$ cat config.mk
export PLATFORM = sky130hd
export DESIGN_NAME = ysyx_22040365_ctrl_flat
export DESIGN_NICKNAME = d
export VERILOG_FILES = /design/src/rtl/ysyx_22040365_ctrl_if.sv /design/src/rtl/ysyx_22040365_ctrl.sv /design/src/flat_wrapper.sv
export SDC_FILE = /design/constraint.sdc
export NUM_CORES = 1
export LEC_CHECK = 0
export CAP_MARGIN = 20
export CORE_MARGIN = 4
export CORE_UTILIZATION = 35
export CTS_BUF_LIST = sky130_fd_sc_hd__clkbuf_4
export DETAILED_ROUTE_END_ITERATION = 8
export MAX_ROUTING_LAYER = met4
export SYNTH_ARGS = -nofsm -noshare
export SYNTH_HDL_FRONTEND = slang
export SYNTH_SLANG_ARGS = --single-unit
$ cat constraint.sdc
create_clock -name clk -period 5.7 [get_ports clk]
set_input_delay 1.14 -clock clk [delete_from_list [all_inputs] [get_ports clk]]
set_output_delay 1.14 -clock clk [all_outputs]
set_load 0.03 [all_outputs]
$ cat src/rtl/ysyx_22040365_ctrl_if.sv
// Instruction-memory fetch channel between the sequencer (master) and imem (slave).
// The request is held until imem answers with a valid word.
interface ysyx_22040365_ctrl_if #(
    parameter int PC_W = 64
);
    logic            imem_req;
    logic [PC_W-1:0] imem_addr;
    logic            imem_valid;
    logic [31:0]     imem_rdata;

    modport master (
        output imem_req,
        output imem_addr,
        input  imem_valid,
        input  imem_rdata
    );

    modport slave (
        input  imem_req,
        input  imem_addr,
        output imem_valid,
        output imem_rdata
    );
endinterface

$ cat src/rtl/ysyx_22040365_ctrl.sv
// Multi-cycle sequencer for the RV64 core: fetch into IR, one execute cycle, gated
// writeback; halts on ebreak, illegal instruction or fetch timeout.
module ysyx_22040365_ctrl #(
    parameter int              PC_W     = 64,
    parameter logic [PC_W-1:0] RESET_PC = PC_W'(64'h8000_0000),
    parameter int              TIMEOUT  = 16,
    parameter int              CNT_W    = 5
) (
    input  logic                  clk,
    input  logic                  rst_n,
    input  logic                  start,
    ysyx_22040365_ctrl_if.master  imem,
    output logic [31:0]           inst,
    input  logic                  illegal,
    output logic                  wb_en,
    output logic [PC_W-1:0]       pc,
    output logic [63:0]           instret,
    output logic                  halt,
    output logic [1:0]            halt_cause
);

    typedef enum logic [2:0] {
        S_IDLE,
        S_FETCH,
        S_EXEC,
        S_WB,
        S_HALT
    } state_t;

    localparam logic [31:0]      EBREAK   = 32'h0010_0073;
    localparam logic [CNT_W-1:0] CNT_LAST = CNT_W'(TIMEOUT - 1);

    state_t           state;
    logic             req;
    logic [CNT_W-1:0] wait_cnt;

    assign imem.imem_req  = req;
    assign imem.imem_addr = pc;

    always_ff @(posedge clk or negedge rst_n) begin
        if (!rst_n) begin
            state      <= S_IDLE;
            pc         <= RESET_PC;
            inst       <= 32'h0;
            req        <= 1'b0;
            wb_en      <= 1'b0;
            instret    <= 64'h0;
            halt       <= 1'b0;
            halt_cause <= 2'b00;
            wait_cnt   <= '0;
        end else begin
            case (state)
                S_IDLE: begin
                    if (start) begin
                        state <= S_FETCH;
                        req   <= 1'b1;
                    end
                end
                // A valid word on the last permitted wait cycle still wins over the timeout.
                S_FETCH: begin
                    if (imem.imem_valid) begin
                        inst     <= imem.imem_rdata;
                        wait_cnt <= '0;
                        req      <= 1'b0;
                        state    <= S_EXEC;
                    end else if (wait_cnt == CNT_LAST) begin
                        wait_cnt   <= '0;
                        req        <= 1'b0;
                        halt       <= 1'b1;
                        halt_cause <= 2'b11;
                        state      <= S_HALT;
                    end else begin
                        wait_cnt <= wait_cnt + 1'b1;
                    end
                end
                S_EXEC: begin
                    if (inst == EBREAK) begin
                        halt       <= 1'b1;
                        halt_cause <= 2'b01;
                        state      <= S_HALT;
                    end else if (illegal) begin
                        halt       <= 1'b1;
                        halt_cause <= 2'b10;
                        state      <= S_HALT;
                    end else begin
                        wb_en <= 1'b1;
                        state <= S_WB;
                    end
                end
                S_WB: begin
                    wb_en   <= 1'b0;
                    pc      <= pc + PC_W'(4);
                    instret <= instret + 64'd1;
                    req     <= 1'b1;
                    state   <= S_FETCH;
                end
                S_HALT: begin
                    state <= S_HALT;
                end
                default: begin
                    state <= S_IDLE;
                end
            endcase
        end
    end

endmodule

$ cat src/flat_wrapper.sv
// flat-port wrapper written by rule: the top's interface ports become plain ports
module ysyx_22040365_ctrl_flat 
#(
    parameter int              PC_W     = 64,
    parameter logic [PC_W-1:0] RESET_PC = PC_W'(64'h8000_0000),
    parameter int              TIMEOUT  = 16,
    parameter int              CNT_W    = 5
)
  (clk, rst_n, start, inst, illegal, wb_en, pc, instret, halt, halt_cause, imem_imem_req, imem_imem_addr, imem_imem_valid, imem_imem_rdata);
  ysyx_22040365_ctrl_if #(.PC_W(PC_W)) imem_i ();
  input  logic clk;
  input  logic rst_n;
  input  logic start;
  output logic [31:0] inst;
  input  logic illegal;
  output logic wb_en;
  output logic [PC_W-1:0] pc;
  output logic [63:0] instret;
  output logic halt;
  output logic [1:0] halt_cause;
  output wire logic [$bits(imem_i.imem_req)-1:0] imem_imem_req;
  output wire logic [$bits(imem_i.imem_addr)-1:0] imem_imem_addr;
  input wire logic [$bits(imem_i.imem_valid)-1:0] imem_imem_valid;
  input wire logic [$bits(imem_i.imem_rdata)-1:0] imem_imem_rdata;
  assign imem_imem_req = imem_i.imem_req;
  assign imem_imem_addr = imem_i.imem_addr;
  assign imem_i.imem_valid = imem_imem_valid;
  assign imem_i.imem_rdata = imem_imem_rdata;
  ysyx_22040365_ctrl #(.PC_W(PC_W), .RESET_PC(RESET_PC), .TIMEOUT(TIMEOUT), .CNT_W(CNT_W)) u_core (.clk(clk), .rst_n(rst_n), .start(start), .imem(imem_i), .inst(inst), .illegal(illegal), .wb_en(wb_en), .pc(pc), .instret(instret), .halt(halt), .halt_cause(halt_cause));
endmodule
Yosys cells after proc, flatten, opt, wreduce, memory -nomap -nowiden. Cells that the tools add are included.

Add/subtract/negate cells: 3. Equality and inequality tests: 13. Muxes and demuxes: 25. Reduce and logical (&&, ||, !) cells: 9.

Operators with widths (number): $add 64x1->64 const B (1); $add 64x3->64 const B (1); $eq 32x21->1 const B (1); $mux 3 (5); $pmux 3 s5 (1); $mux 5 (2); $mux 1 (9); $mux 2 (4); $ne 2x2->1 const B (4); $eq 3x2->1 const B (2); $ne 3x2->1 const B (2); $reduce_and 3->1 (2); $add 5x1->5 const B (1); $eq 5x4->1 const B (1); $pmux 1 s2 (2); $pmux 2 s2 (1); $reduce_and 2->1 (2); $reduce_and 4->1 (1); $reduce_bool 2->1 (2); $eq 3x1->1 const B (1); $eq 3x3->1 const B (1); $logic_not 3->1 (1); $pmux 1 s3 (1); $reduce_bool 3->1 (1); $ne 2x1->1 const B (1).

Register bits after elaboration: 173. Input port bits: 37. Output and inout bits: 229. Word-level logic and storage cells: 59.

Longest topological paths before layout.
Depth in word-level cells: 4. Mapped depth: 8. Gate-level depth less buffers: 6.

Worst setup path before layout. Ideal clock, no wire load.

Path kind: reg-to-reg. From: reg u_core.pc[2] (netlist: u_core.imem.imem_addr[2]). To: reg u_core.pc[28] (netlist: u_core.imem.imem_addr[28]). Library setup time: 0.137 ns. Arrival time: 1.919 ns. Required time: 5.563 ns. Setup slack: 3.644 ns. Stages on the path, launching flop included: 7. Buffers on the path: 0. Clock period less this slack: 2.056 ns. Path through: dfrtp_1 ha_1 nand4b_1 nor3_2 nor4b_2 nand3_1 xnor2_1.

Cells in the longest elaborated chain, start to end: 1.

Ends and longest elaborated chain: start, declared (RTL line ysyx_22040365_ctrl.sv:16) `output logic [PC_W-1:0] pc,`; start signal, assigned (RTL line ysyx_22040365_ctrl.sv:92) `pc <= pc + PC_W'(4);`; $add 64x3->64 (RTL line ysyx_22040365_ctrl.sv:92).

No other way between the ends. A chain may end at the register's enable or synchronous reset.

Final worst setup path.
From: reg u_core.pc[10] (netlist: u_core.imem.imem_addr[10]). To: out pc[10].

RTL lines: end, declared (RTL line flat_wrapper.sv:17) `output logic [PC_W-1:0] pc;`.

No word-level cell between the ends.

==> summary.md <==
| Metric | Value |
|---|---|
| Crit start category | `flip-flop` |
| Share of the synthesized area in compound gates (AO/OA/AOI/OAI) | `less than 1%` |
| Hold crit path type | `reg2reg` |
| Number of global-route vias before repair | `~6,000` |
| Worst max-slew margin expressed relative to the limit | `49.1%` |
| Mean instance size in the synthesized netlist | `approximately 11 um^2` |
| Crit-path cells | `clkdlybuf4s50_1` |
| FILL cells | `approximately 2,200` |
| Final Max Tran Viols | `0` |
| Logic depth of the worst register-to-register path | `5` |
| Overall die area | `~26,000 um^2` |
| Post-Synth Simple-Gate Area | `between 20 and 25%` |
| Total of warnings raised by yosys | `0` |
| Fin nets | `about 1,000` |
| Count of unique library cells instantiated by Yosys | `49` |
| R2r setup slk | `~3 ns` |
| R2r startpoint | `u_core.state[2]` |
| Critical path endpoint category | `primary output` |
| Drt first-iter violations | `roughly 330` |
| Maximum resistive drop on vdd | `around 270 uV` |
| Count of boundary I/O pins | `between 200 and 300` |
| Setup total negative slack | `0 ns` |
| Number of H-tree levels | `4` |
| Critical-path top delay cell | `clkdlybuf4s50_1` |
| Sum of buffers and inverters on the critical path | `1` |
| Internal power | `approximately 0.0022 W` |
| Via count | `roughly 6,200` |
| Fraction of power spent switching nets | `between 30 and 40%` |
| Synth Register Bits | `approximately 170` |
| Std-Cell Core Area | `approximately 23,000 um^2` |
| Residual DRC | `0` |
| Insertion delay to the later sink of the worst-skew pair | `between 0.5 and 0.6 ns` |
| Worst setup path class | `reg2out` |
| CTS clock-pin slew for the worst setup and hold paths | `~0.15 ns` |
| Largest fanout on the critical path | `11` |
| Worst Max-Slew Pin Slew | `about 0.76 ns` |
| Status | `finished clean` |
| First-pass GRT wire length | `about 34,000 um` |
| EDFF count, synth | `0` |
| Setup Fix Bufs, Post-CTS | `0` |
| XOR/XNOR Fraction of Synth Area | `between 10% and 20%` |
| Leakage component of the power | `4.60 nW` |
| Share of final-layout standard cells stronger than drive strength 1 | `a little over a tenth` |
| Die extent in y | `~160 um` |
| Highest clock rate | `0.332 GHz` |
| Clk network pwr share | `23.1%` |
| Part of the power in combinational logic | `31.3%` |
| Reg2Reg Capture Point | `u_core.imem.imem_addr[63]` |
| Timing startpoint of the critical path | `u_core.imem.imem_addr[10]` |
| Num rows | `56` |
| CTS hold repair buffers | `0` |
| Number of antenna violations at the first check in global routing | `1` |
| Die width | `roughly 160 um` |
| Arrival time of the worst setup path | `about 1.9 ns` |
| Post-Synth Adder-Cell Area | `0.451%` |
| Hold violation count in the final report | `0` |
| Setup repair after global routing missed its margin | `no` |
| Cells resized by post-CTS repair | `0` |
| Final count of negative-setup-slack endpoints | `0` |
| Area growth from synthesis to layout | `33.7%` |
| Clock buffer depth | `2` |
| Switching power | `0.00122 W` |
| IO buf count | `~260` |
| Number of max-cap violations | `0` |
| Shortest period the worst path allows | `3.02 ns` |
| Largest net degree at the start of global routing | `between 90 and 100` |
| Critical path required time | `about 4.6 ns` |
| Share of flip-flops with an asynchronous set or reset after synthesis | `100%` |
| TritonRoute pass-1 iters | `4` |
| Total number of clock tree sinks | `between 150 and 200` |
| Cts bufs inserted | `17` |
| Dpl hpwl | `approximately 16,000 um` |
| Overall routing resource usage | `between 10% and 20%` |
| Post-synthesis instance total | `~760` |
| Largest clock skew in the final design | `approximately 0.030 ns` |
| Clock tree root buffer cell | `clkbuf_4` |
| GRT overflow | `0` |
| Timing endpoint of the critical path | `pc[10]` |
| Dominant delay contributor by cell family on the critical path | `buffers and inverters` |
| Final worst path period share | `between 50% and 60%` |
| Dominant combinational cell family by area after synthesis | `simple AND/OR/NAND/NOR gates` |
| Main flop type after synthesis | `dfrtp_1` |
| Sequential area share after synthesis | `between 50% and 60%` |
| Post-Syn Area | `8330 um^2` |
| TritonCTS clock tree | `done` |
| Initial standard-cell utilization of the core | `35.5%` |
| Routed len/inst | `16.4 um` |
| Sequential group share of total power | `between 40% and 50%` |
| Max incr delay on CP | `roughly 0.74 ns` |
| Total power consumption of the routed design | `between 0.003 and 0.004 W` |
| Final GP Congestion | `0.786` |
| Critical path depth in cells | `1` |
| Post-route antenna net violation count | `0` |
| Number of vias per cell after detailed routing | `~4.8` |
| Power per Cell Area | `306 nW/um^2` |
| Multiplexer share of the synthesized area | `under 10%` |
| DRT Wirelength | `roughly 21,000 um` |
==> synth_stat cells, types with 2 or more instances <==
cell,n,area (um^2)
dfrtp_1,170,4250
xnor2_1,77,674
buf_4,67,503
nand2_1,59,221
nand3_1,49,245
xor2_1,48,420
nand4_1,43,269
nor2_1,43,161
mux2_2,34,383
inv_1,21,78.8
nor3_1,18,90.1
buf_2,16,80.1
and3_1,12,75.1
nor4_1,12,75.1
nor3_2,11,110
and4_1,8,70.1
and2_1,6,37.5
o21ai_0,6,30.0
nand4b_1,5,43.8
nor4_2,5,62.6
or3_1,4,25.0
ha_1,3,37.5
nand3b_1,3,22.5
nand4_2,3,37.5
nor4_4,3,63.8
a21oi_1,2,10.0
nand2b_1,2,12.5
nand3_2,2,20.0
nor3b_1,2,15.0
nor4b_2,2,30.0
==> sequential cells by signal, summed over array words and instances, names as in the netlist <==
signal / cells
u_core.halt_cause: 2
u_core.wb_en: 1
u_core.halt: 1
u_core.imem.imem_addr: 62
u_core.state: 3
u_core.wait_cnt: 5
u_core.inst: 32
u_core.instret: 64
u_core.imem.imem_req: 1
==> cell type report <==
cell class	instances	area, um^2	share of cell area [%]
Antenna cell	1	2.50	0.0225
Clock buffer	18	135	1.21
Clock inverter	14	184	1.65
Inverter	21	78.8	0.708
Multi-Input combinational cell	482	3400	30.6
Sequential cell	171	4280	38.4
Tap cell	319	399	3.58
Timing Repair Buffer	265	2660	23.8
==> cell families after synthesis <==
group | Yosys count
xor+xnor | 125
buf+inv | 105
compound gates | 14
mux | 34
fa+ha+maj | 3
other cells | 1
simple gates | 302
flops | 171
==> stage by stage <==
step           utilization [%]  setup WS (ns)  hold slack, ns  cell area, um^2  std cells
2_1_floorplan                -           3.64           0.458             8340        758
3_3_place_gp              46.1           2.73           0.464            10800       1257
3_5_place_dp              46.1           2.73           0.462            10800       1257
4_1_cts                   47.4           2.60           0.484            11100       1289
5_1_grt                   47.5           2.54           0.498            11100       1291
6_report                  47.5           2.68           0.478            11100       1291
==> power groups by stage <==
stage | clock (W) | combinational [W] | sequential [W]
after global routing | 0.000873 | 0.00114 | 0.00159
after global placement | 0 | 0.00108 | 0.00158
after floorplan | 0 | 0.000366 | 0.00183
final | 0.000787 | 0.00107 | 0.00156
after detailed placement | 0 | 0.00108 | 0.00158
after CTS | 0.000823 | 0.00108 | 0.00156
==> worst min-delay path by stage <==
stage,startpoint,slack (ns),to,cells past startpoint
3_5_place_dp,u_core.halt,0.46,u_core.halt,1
3_3_place_gp,u_core.instret[63],0.46,u_core.instret[63],1
6_report,u_core.instret[63],0.48,u_core.instret[63],1
4_1_cts,u_core.instret[63],0.48,u_core.instret[63],1
5_1_grt,u_core.instret[63],0.50,u_core.instret[63],1
2_1_floorplan,u_core.wait_cnt[4],0.46,u_core.wait_cnt[4],1
==> cell usage in the layout (no fill, tap or decap), drive strengths merged, types with 2 or more instances in the layout <==
cell type,instances
xnor2,77
dfrtp,170
nand3,51
conb,4
mux2,34
nor4,20
clkdlybuf4s50,260
and2,6
and3,12
nand2,59
ha,3
nor4b,3
a21oi,2
xor2,48
clkinvlp,2
nand3b,3
o21ai,7
or3,4
buf,4
nand4,47
nor3,29
clkbuf,19
inv,27
clkinv,3
nand4b,5
bufinv,3
and4,9
nand2b,2
nor2,43
nor3b,2
==> layer usage <==
metal | track usage [%] | part of all wire [%] | vias to the layer above
li1 | - | - | 2940
met4 | 3.69 | 0.83 | 0
met3 | 5.00 | 7.8 | 14
met2 | 25.2 | 46 | 198
met1 | 22.0 | 46 | 3011
met5 | - | 0 | -
(Power assumes the default switching activity.)
